## src/rtl/ptc_pkg.sv

```systemverilog
// ptc_pkg: shared state type, widths and one-hot decode for the PTC coarse-tap encoder.
package ptc_pkg;
    localparam int PTC_TAP_W  = 16;
    localparam int PTC_CODE_W = 4;

    typedef enum logic [1:0] {IDLE, SETTLE, LOCKED, ERR} ptc_state_e;

    typedef struct packed {
        logic                  legal;
        logic [PTC_CODE_W-1:0] code;
    } ptc_dec_t;

    // All-zero is code 0; bit k (0..14) is code k+1; bit 15 or multi-hot is illegal.
    function automatic ptc_dec_t onehot_to_code(input logic [PTC_TAP_W-1:0] v);
        ptc_dec_t r;
        r.legal = (v == '0);
        r.code  = '0;
        for (int k = 0; k < PTC_TAP_W - 1; k++)
            if (v == (PTC_TAP_W'(1) << k)) begin
                r.legal = 1'b1;
                r.code  = PTC_CODE_W'(k + 1);
            end
        return r;
    endfunction
endpackage

```

## src/rtl/ptc_tap_encoder_if.sv

```systemverilog
// ptc_tap_encoder_if: valid/ready delivery channel for accepted coarse codes.
interface ptc_tap_encoder_if;
    import ptc_pkg::*;
    logic [PTC_CODE_W-1:0] code_out;
    logic                  code_valid;
    logic                  code_ready;
    modport master (output code_out, output code_valid, input code_ready);
    modport slave  (input code_out, input code_valid, output code_ready);
endinterface

```

## src/rtl/ptc_sync_vec.sv

```systemverilog
// ptc_sync_vec: multi-bit flop chain bringing an asynchronous vector into the clk domain.
module ptc_sync_vec #(
    parameter int W      = 16,
    parameter int STAGES = 2
) (
    input  logic         clk,
    input  logic         rst_n,
    input  logic [W-1:0] i_d,
    output logic [W-1:0] o_q
);
    logic [STAGES-1:0][W-1:0] r_sync;

    always_ff @(posedge clk or negedge rst_n)
        if (!rst_n) r_sync <= '0;
        else        r_sync <= {r_sync[STAGES-2:0], i_d};

    assign o_q = r_sync[STAGES-1];
endmodule

```

## src/rtl/ptc_tap_encoder.sv

```systemverilog
// ptc_tap_encoder: synchronise, debounce and one-hot-check the coarse-tap vector, re-encode to Q[9:6].
// Define PTC_TB_CHECK_EN to add the complement vector tb_in and its cross-check.
module ptc_tap_encoder import ptc_pkg::*; #(
    parameter int SYNC_STAGES = 2,
    parameter int STABLE_CNT  = 4
) (
    input  logic                 clk,
    input  logic                 rst_n,
    input  logic                 en,
    input  logic [PTC_TAP_W-1:0] t_in,
`ifdef PTC_TB_CHECK_EN
    input  logic [PTC_TAP_W-1:0] tb_in,
`endif
    ptc_tap_encoder_if.master    bus,
    output logic                 locked,
    output logic                 onehot_err
);
    localparam int CNT_W = $clog2(STABLE_CNT + 1);
    localparam logic [CNT_W-1:0] CNT_MAX = CNT_W'(STABLE_CNT);

    logic [PTC_TAP_W-1:0]  w_s, r_s_prev;
    logic [CNT_W-1:0]      r_cnt, w_cnt_nxt;
    ptc_state_e            r_state, w_state_nxt;
    ptc_dec_t              w_dec;
    logic                  w_legal, w_same, w_cand_v, w_free, w_diff;
    logic [PTC_CODE_W-1:0] r_code, r_pend;
    logic                  r_valid, r_pend_v, r_have, r_err;

    ptc_sync_vec #(.W(PTC_TAP_W), .STAGES(SYNC_STAGES)) u_sync_t (
        .clk(clk), .rst_n(rst_n), .i_d(t_in), .o_q(w_s)
    );

`ifdef PTC_TB_CHECK_EN
    logic [PTC_TAP_W-1:0] w_tb_s, r_tb_prev;

    ptc_sync_vec #(.W(PTC_TAP_W), .STAGES(SYNC_STAGES)) u_sync_tb (
        .clk(clk), .rst_n(rst_n), .i_d(tb_in), .o_q(w_tb_s)
    );

    always_ff @(posedge clk or negedge rst_n)
        if (!rst_n) r_tb_prev <= '0;
        else        r_tb_prev <= w_tb_s;

    always_comb begin
        w_dec   = onehot_to_code(w_s);
        w_legal = w_dec.legal && (w_tb_s == ~w_s);
        w_same  = (w_s == r_s_prev) && (w_tb_s == r_tb_prev);
    end
`else
    always_comb begin
        w_dec   = onehot_to_code(w_s);
        w_legal = w_dec.legal;
        w_same  = (w_s == r_s_prev);
    end
`endif

    assign w_cnt_nxt = (!en || !w_legal || !w_same) ? '0 :
                       (r_cnt == CNT_MAX) ? r_cnt : r_cnt + 1'b1;

    // Lock on the cycle the counter saturates so the candidate lands with the new count.
    always_comb begin
        w_state_nxt = r_state;
        w_cand_v    = 1'b0;
        if (!en) w_state_nxt = IDLE;
        else case (r_state)
            IDLE:    w_state_nxt = SETTLE;
            SETTLE: begin
                if (!w_legal) w_state_nxt = ERR;
                else if (w_cnt_nxt == CNT_MAX) begin
                    w_state_nxt = LOCKED;
                    w_cand_v    = 1'b1;
                end
            end
            LOCKED:  w_state_nxt = !w_legal ? ERR : !w_same ? SETTLE : LOCKED;
            ERR:     w_state_nxt = w_legal ? SETTLE : ERR;
            default: w_state_nxt = IDLE;
        endcase
    end

    assign w_free = !r_valid || bus.code_ready;
    assign w_diff = !r_have || (w_dec.code != r_code);

    // A stalled channel parks only the newest differing candidate in r_pend.
    always_ff @(posedge clk or negedge rst_n)
        if (!rst_n) begin
            r_state  <= IDLE;
            r_s_prev <= '0;
            r_cnt    <= '0;
            r_err    <= 1'b0;
            r_code   <= '0;
            r_valid  <= 1'b0;
            r_pend   <= '0;
            r_pend_v <= 1'b0;
            r_have   <= 1'b0;
        end else begin
            r_state  <= w_state_nxt;
            r_s_prev <= w_s;
            r_cnt    <= w_cnt_nxt;
            r_err    <= en && (r_err || w_state_nxt == ERR);
            if (!en) begin
                r_valid  <= 1'b0;
                r_pend_v <= 1'b0;
                r_have   <= 1'b0;
            end else if (w_free) begin
                if (w_cand_v) begin
                    r_valid  <= w_diff;
                    r_pend_v <= 1'b0;
                    if (w_diff) begin
                        r_code <= w_dec.code;
                        r_have <= 1'b1;
                    end
                end else if (r_pend_v) begin
                    r_code   <= r_pend;
                    r_valid  <= 1'b1;
                    r_pend_v <= 1'b0;
                end else r_valid <= 1'b0;
            end else if (w_cand_v) begin
                r_pend   <= w_dec.code;
                r_pend_v <= w_diff;
            end
        end

    assign bus.code_out   = r_code;
    assign bus.code_valid = r_valid;
    assign locked         = (r_state == LOCKED);
    assign onehot_err     = r_err;
endmodule

```

## src/flat_wrapper.sv

```systemverilog
// flat-port wrapper written by rule: the top's interface ports become plain ports
module ptc_tap_encoder_flat import ptc_pkg::*;
#(
    parameter int SYNC_STAGES = 2,
    parameter int STABLE_CNT  = 4
)
  (clk, rst_n, en, t_in, locked, onehot_err, bus_code_out, bus_code_valid, bus_code_ready);
  ptc_tap_encoder_if bus_i ();
  input  logic clk;
  input  logic rst_n;
  input  logic en;
  input  logic [PTC_TAP_W-1:0] t_in;
  output logic locked;
  output logic onehot_err;
  output wire logic [$bits(bus_i.code_out)-1:0] bus_code_out;
  output wire logic [$bits(bus_i.code_valid)-1:0] bus_code_valid;
  input wire logic [$bits(bus_i.code_ready)-1:0] bus_code_ready;
  assign bus_code_out = bus_i.code_out;
  assign bus_code_valid = bus_i.code_valid;
  assign bus_i.code_ready = bus_code_ready;
  ptc_tap_encoder #(.SYNC_STAGES(SYNC_STAGES), .STABLE_CNT(STABLE_CNT)) u_core (.clk(clk), .rst_n(rst_n), .en(en), .t_in(t_in), .bus(bus_i), .locked(locked), .onehot_err(onehot_err));
endmodule
```

## config.mk

```make
export PLATFORM = sky130hd
export DESIGN_NAME = ptc_tap_encoder_flat
export DESIGN_NICKNAME = d
export VERILOG_FILES = /design/src/rtl/ptc_pkg.sv /design/src/rtl/ptc_tap_encoder_if.sv /design/src/rtl/ptc_sync_vec.sv /design/src/rtl/ptc_tap_encoder.sv /design/src/flat_wrapper.sv
export SDC_FILE = /design/constraint.sdc
export NUM_CORES = 1
export LEC_CHECK = 0
export CAP_MARGIN = 40
export CORE_MARGIN = 4
export CORE_UTILIZATION = 55
export CTS_CLUSTER_DIAMETER = 30
export DETAILED_ROUTE_END_ITERATION = 8
export GPL_TIMING_DRIVEN = 0
export PLACE_DENSITY = 0.87
export SLEW_MARGIN = 20
export SYNTH_ARGS = -nofsm -noshare
export SYNTH_HDL_FRONTEND = slang
export SYNTH_HIERARCHICAL = 1
export SYNTH_SLANG_ARGS = --single-unit
export TNS_END_PERCENT = 20
```

## constraint.sdc

```tcl
create_clock -name clk -period 3.8 [get_ports clk]
set_input_delay 0.76 -clock clk [delete_from_list [all_inputs] [get_ports clk]]
set_output_delay 0.76 -clock clk [all_outputs]
set_load 0.005 [all_outputs]
```

* Yosys cells after proc, flatten, opt, wreduce, memory -nomap -nowiden *
Cells that the tools add are included.

storage, ports and cells
  register bits = 65
  input port bits = 20

operators by class
  $add $sub $neg = 1
  reduce and logical (&&, ||, !) cells = 17
  mux-type cells = 42
  equality and inequality tests = 28
  bitwise logic cells = 1

operators by type and width
  kind                                                   number
  2-to-1 mux 5 bit                                       15
  equality test 16 x 1 -> 1 bit, second input constant   1
  equality test 16 x 10 -> 1 bit, second input constant  1
  equality test 16 x 11 -> 1 bit, second input constant  1
  equality test 16 x 12 -> 1 bit, second input constant  1
  equality test 16 x 13 -> 1 bit, second input constant  1
  equality test 16 x 14 -> 1 bit, second input constant  1
  equality test 16 x 15 -> 1 bit, second input constant  1
  equality test 16 bit                                   1
  equality test 16 x 2 -> 1 bit, second input constant   1
  equality test 16 x 3 -> 1 bit, second input constant   1
  equality test 16 x 4 -> 1 bit, second input constant   1
  equality test 16 x 5 -> 1 bit, second input constant   1
  equality test 16 x 6 -> 1 bit, second input constant   1
  equality test 16 x 7 -> 1 bit, second input constant   1
  equality test 16 x 8 -> 1 bit, second input constant   1
  equality test 16 x 9 -> 1 bit, second input constant   1
  zero test 16 bit                                       1
  2-to-1 mux 1 bit                                       15
  2-to-1 mux 2 bit                                       6
  2-to-1 mux 4 bit                                       3
  case mux 2 bit (4 select lines)                        1
  equality test 2 bit, second input constant             3
  equality test 3 bit, second input constant             2
  15 further kinds                                       27

* Depth between registers and ports, before layout *
  word-level depth = 28
  mapped depth = 11
  mapped depth without buffers = 10

* Cells and area by module *
The synthesis kept the hierarchy.

by module, submodules not included
  module           sequential area each (um^2)  area an instance (um^2)  times used  cells an instance
  ptc_tap_encoder  825.8                        1939.4                   1           202
  ptc_sync_vec     800.8                        920.9                    1           48

* Worst setup path before layout *
No wires, ideal clock.

  path kind = reg2reg
  start = reg u_core.u_sync_t.r_sync, in the netlist u_core/u_sync_t/o_q[13]
  end = reg u_core.r_code[1] (netlist: u_core/bus.code_out[1])
  path buffers = 2
  slack = 0.676 ns
  required time = 3.674 ns
  data arrival time = 2.998 ns
  cell stages (with the launch flop) = 11
  path through = dfrtp_1 buf_4 buf_2 or4_4 or4_1 o41ai_1 a22o_1 xor2_1 or4_4 and2_4 a221o_1

on the way
  word-level cells in the longest chain between the ends = 27

ends and longest elaborated chain
  item                                                                  line                          RTL
  from (decl)                                                           ptc_sync_vec.sv:11            logic [STAGES-1:0][W-1:0] r_sync;
  from (signal assigned)                                                ptc_sync_vec.sv:15            else r_sync <= {r_sync[STAGES-2:0], i_d};
  equality test 16 x 1 -> 1 bit or zero test 16 bit (tied branches)     ptc_pkg.sv:19, ptc_pkg.sv:16
  2-to-1 mux 5 bit (15 in a row)                                        ptc_pkg.sv:19                 if (v == (PTC_TAP_W'(1) << k)) begin
  zero test 1 bit                                                       ptc_tap_encoder.sv:57         assign w_cnt_nxt = (!en || !w_legal || !w_same) ? '0 :
  logical OR 1 bit (2 in a row)                                         ptc_tap_encoder.sv:57
  2-to-1 mux 3 bit                                                      ptc_tap_encoder.sv:57
  equality test 3 bit                                                   ptc_tap_encoder.sv:69         else if (w_cnt_nxt == CNT_MAX) begin
  2-to-1 mux 1 bit                                                      ptc_tap_encoder.sv:69
  2-to-1 mux 1 bit                                                      ptc_tap_encoder.sv:68         if (!w_legal) w_state_nxt = ERR;
  2-to-1 mux 1 bit                                                      ptc_tap_encoder.sv:65         else case (r_state)
  2-to-1 mux 1 bit                                                      ptc_tap_encoder.sv:64         if (!en) w_state_nxt = IDLE;
  != test 2 bit (no source line) or nonzero test 2 bit (tied branches)  n/a
  AND reduction 4 bit (no source line)                                  n/a
  to (signal assigned)                                                  ptc_tap_encoder.sv:109        r_code <= w_dec.code;
  to (signal assigned)                                                  ptc_tap_encoder.sv:113        r_code <= r_pend;
  to (decl)                                                             ptc_tap_encoder.sv:26         logic [PTC_CODE_W-1:0] r_code, r_pend;

Parallel ways exist; a longest one is shown, timed or not. The select of a mux whose other input is x is not followed.
A chain may end at the register's enable or synchronous reset.

* Worst setup path in the final report *
Ends and elaborated chain as after synthesis.

==> qor.csv <==
stage,metric,value,unit
status,run status,completed,
power,share of total power in the clock network,41.2,%
setup_path,kind of end point of the critical path,flip-flop,
sta,Least-Margin Pin Slew,0.6027,ns
die,Top Ports,27,
power,share of total power in combinational logic,7.9,%
logic_synthesis,Synth Area per Inst,11.44,µm²
power,net switching power,337.1,µW
detailed_routing,Pre-antenna DRT Iters,4,
setup_path,data arrival time of the worst path,3.58,ns
die,placement row count,25,
run,maxcap violations,0,
sta,"Period Utilization, post-route",88.09,%
clock_network,number of instances resized during post-cts repair,0,
setup_path,origin of the critical flop-to-flop path,u_core/u_sync_t/o_q[13],
detailed_routing,Antenna Nets Post-Route,0,
setup_path,maximum fanout along the worst path,8,
detailed_routing,post-detailed-routing wire length,4.971,mm
die,x dimension of the die,80.12,µm
finish,number of cells in the finished layout apart from fillers,360,
detailed_routing,average via count per standard cell,5.386,
hold_path,kind of path behind the tightest hold check,input pin to async pin,
finish,combined area of the multi-input logic cells,1035,µm²
logic_synthesis,Synth area leader,sky130_fd_sc_hd__dfrtp_1,
setup_path,required arrival time at the worst endpoint,4.03,ns
sta,count of final setup violators,0,
clock_network,"CTS clk-pin slew, worst paths",0.07,ns
sta,Max Freq,298.7,MHz
global_route,remaining global-route overflow,0,
setup_path,slowest cell on the critical path,sky130_fd_sc_hd__or4_4,
setup_path,combined buffer and inverter count along the critical path,2,
global_route,pin count of the biggest net entering global routing,44,
logic_synthesis,synthesis warning total,6,
power,share of total power consumed by net switching,23.53,%
place,placed insts,344,
global_route,number of antenna violations at the first check in global routing,0,
global_route,first-pass GRT wire length,8.273,mm
setup_path,FF-to-FF path depth,10,
sta,number of pins with negative max-slew slack in the final report,0,
sta,largest clock skew in the final design,0.006078,ns
sta,"Hold Violations, Final",0,
logic_synthesis,sequential fraction of the synthesis area,56.87,%
die,total die area,6418,µm²
place,post-DP HPWL,3.443,mm
setup_path,family with the most delay on the worst path,simple AND/OR/NAND/NOR gates,
detailed_routing,vias post-DR,1939,
place,number of buffer cells added on primary ports,26,
clock_network,CTS tree,done,
die,die span in y,80.12,µm
clock_network,cts-stage hold buffer count,0,
logic_synthesis,portion of synthesized cell area occupied by the leading cell type,56.87,%
logic_synthesis,synthesized netlist net count,272,
finish,fin nets,310,
setup_path,type of origin of the critical path,flip-flop,
sta,RSZ-0062 raised after global routing,false,
setup_path,category of the critical setup timing path,flip-flop to flip-flop,
clock_network,clock sink total,65,
power,maximum vdd drop,0.2867,mV
logic_synthesis,biggest area contributors in the synthesized netlist,"sky130_fd_sc_hd__dfrtp_1, sky130_fd_sc_hd__xor2_1, sky130_fd_sc_hd__buf_4",
global_route,global-route usage over all layers,17.36,%
power,Static Leakage,1.459,nW
setup_path,largest stage delay on the critical path,0.58,ns
clock_network,total clock buffers created by CTS,9,
clock_network,# H-tree levels,3,
die,initial core utilization,58.62,%
sta,fin crit period,3.348,ns
detailed_routing,average wire per standard cell,13.81,µm
power,design internal power,1.096,mW
logic_synthesis,flip-flop and latch count after synthesis,65,
detailed_routing,# DRC,0,
clock_network,clk buf depth,2,
setup_path,Critical R2R Capture,u_core/bus.code_out[1],
clock_network,clock root buffer,sky130_fd_sc_hd__clkbuf_8,
logic_synthesis,Post-Syn Area,2860,µm²
setup_path,reg2reg setup slack,0.45,ns
power,part of the power in registers,50.9,%
finish,area added between synthesis and finish,19.82,%
logic_synthesis,unique cell type count in the Yosys netlist,47,
logic_synthesis,synthesized instance count,250,
die,Std-Cell Core Area,4880,µm²
sta,normalized max-slew margin,59.45,%
place,last weighted congestion value of the routability-driven placer,0.8451,
detailed_routing,initial DRC count,113,
global_route,number of global-route vias before repair,1872,
setup_path,worst-path cell chain,"buf_4, buf_2, or4_4, or4_1, o41ai_1, a22o_1, xor2_1, or4_4, and2_4, a221o_1",
setup_path,"most used cell, CP",sky130_fd_sc_hd__or4_4,
finish,number of antenna cells inserted,0,
finish,share of cells above drive strength 1,17.41,%
power,power density relative to cell area,418.1,nW/µm²
clock_network,latest clock arrival within the worst-skew pair,0.35,ns
finish,number of filler cells placed in the layout,373,
sta,post-route setup TNS,0,ns
clock_network,post-CTS setup repair buffer count,0,
finish,area taken by flip-flops and latches,1627,µm²
[cell type report]
class	count	area share [%]
clock buffers	10	4.016
multi-input cells	150	30.19
inverters	6	0.6572
well taps	67	2.446
repair buffers	27	8.105
plain buffers	29	5.148
flip-flops and latches	65	47.46
clock inverters	6	1.972
[flip-flops by register name (all words and copies together), names as in the netlist, 2 cells and up]
name,flops
u_core/r_s_prev,16
u_core/r_pend,4
u_core/u_sync_t/r_sync,16
u_core/u_sync_t/o_q,16
u_core/r_state,2
u_core/r_cnt,3
u_core/bus.code_out,4
[layer usage]
| metal | GRT usage [%] | routed length, µm | part of all wire (%) | up-vias |
|---|---|---|---|---|
| li1 | - | - | - | 939 |
| met4 | 8.953 | 107 | 2.2 | 0 |
| met1 | 19.85 | 2030 | 41 | 917 |
| met3 | 6.614 | 352 | 7.1 | 13 |
| met2 | 28.23 | 2481 | 50 | 70 |
| met5 | 0 | 0 | 0 | - |
[Yosys cell counts (all sizes together)]
cell type,count
dfrtp,65
buf,22
xor2,20
a21oi,12
nand2,12
o21ai,12
nor4,10
or4,10
nor2,8
nor3,8
clkbuf,7
xnor2,7
inv,6
nor2b,6
and2,5
nand3,5
a221o,3
nor3b,3
and3,2
ha,2
mux2,2
nor4b,2
o21a,2
or4b,2
a211o,1
a211oi,1
a22o,1
a22oi,1
a32oi,1
a41oi,1
maj3,1
nand2b,1
nand3b,1
nand4,1
o2111ai,1
o22ai,1
o311ai,1
o31ai,1
o41ai,1
or2,1
or3,1
[worst register-to-register path, cell delays in order, from the launching register on]
cell and delay (ns):
sky130_fd_sc_hd__dfrtp_1 0.36, sky130_fd_sc_hd__buf_4 0.13, sky130_fd_sc_hd__buf_2 0.16, sky130_fd_sc_hd__or4_4 0.58, sky130_fd_sc_hd__or4_1 0.50, sky130_fd_sc_hd__o41ai_1 0.09
sky130_fd_sc_hd__a22o_1 0.27, sky130_fd_sc_hd__xor2_1 0.11, sky130_fd_sc_hd__or4_4 0.53, sky130_fd_sc_hd__and2_4 0.17, sky130_fd_sc_hd__a221o_1 0.34
[how the worst max path moves through the flow]
| stage | depth (start not counted) | from | to |
|---|---|---|---|
| floorplan | 10 | u_core/u_sync_t/o_q[13] | u_core/bus.code_out[1] |
| global placement | 1 | rst_n | u_core/u_sync_t/r_sync[14] |
| detailed placement | 10 | u_core/u_sync_t/o_q[13] | u_core/bus.code_out[1] |
| CTS | 10 | u_core/u_sync_t/o_q[14] | u_core/bus.code_out[1] |
| global route | 10 | u_core/u_sync_t/o_q[13] | u_core/bus.code_out[3] |
| finish | 10 | u_core/u_sync_t/o_q[13] | u_core/bus.code_out[1] |
[cell usage in the layout (no fill, tap or decap), types with 7 or more instances in the layout]
cell type	instances
sky130_fd_sc_hd__nor4_1	9
sky130_fd_sc_hd__buf_4	17
sky130_fd_sc_hd__clkdlybuf4s50_1	25
sky130_fd_sc_hd__nor2_1	8
sky130_fd_sc_hd__nor3_1	8
sky130_fd_sc_hd__clkbuf_1	7
sky130_fd_sc_hd__dfrtp_1	65
sky130_fd_sc_hd__a21oi_1	11
sky130_fd_sc_hd__o21ai_0	11
sky130_fd_sc_hd__xnor2_1	7
sky130_fd_sc_hd__nand2_1	12
sky130_fd_sc_hd__clkbuf_8	10
sky130_fd_sc_hd__xor2_1	20
sky130_fd_sc_hd__or4_1	8
[cells by family (layout without fill, tap and decap cells)]
family / after synthesis / in the layout / share of synthesized area [%]
simple gates: 78 / 78 / 16.67
flops: 65 / 65 / 56.87
fa+ha+maj: 3 / 3 / 1.225
mux: 2 / 2 / 0.7873
xor+xnor: 27 / 27 / 8.268
buf+inv: 35 / 78 / 6.956
compound gates: 40 / 40 / 9.230
[stage by stage]
step	setup WS (ns)	util (%)	instance area, µm²	total power, mW	hold WS (ns)
3_3_place_gp	-0.03329	65.67	3204	0.8498	0.3318
2_1_floorplan	0.6763	-	2860	0.8037	0.3312
3_5_place_dp	0.4463	66.03	3222	0.8564	0.3347
6_report	0.4525	70.23	3427	1.433	0.2987
4_1_cts	0.4296	70.23	3427	1.448	0.2987
5_1_grt	0.3387	70.23	3427	1.491	0.3101
[power groups by stage]
stage          sequential (mW)  clock, mW  combinational [mW]
2_1_floorplan            0.740          0              0.0634
4_1_cts                  0.730      0.604               0.114
5_1_grt                  0.732      0.634               0.125
3_3_place_gp             0.741          0               0.109
3_5_place_dp             0.743          0               0.114
6_report                 0.730      0.590               0.114
Note: power is estimated with default switching activity, not from simulation.
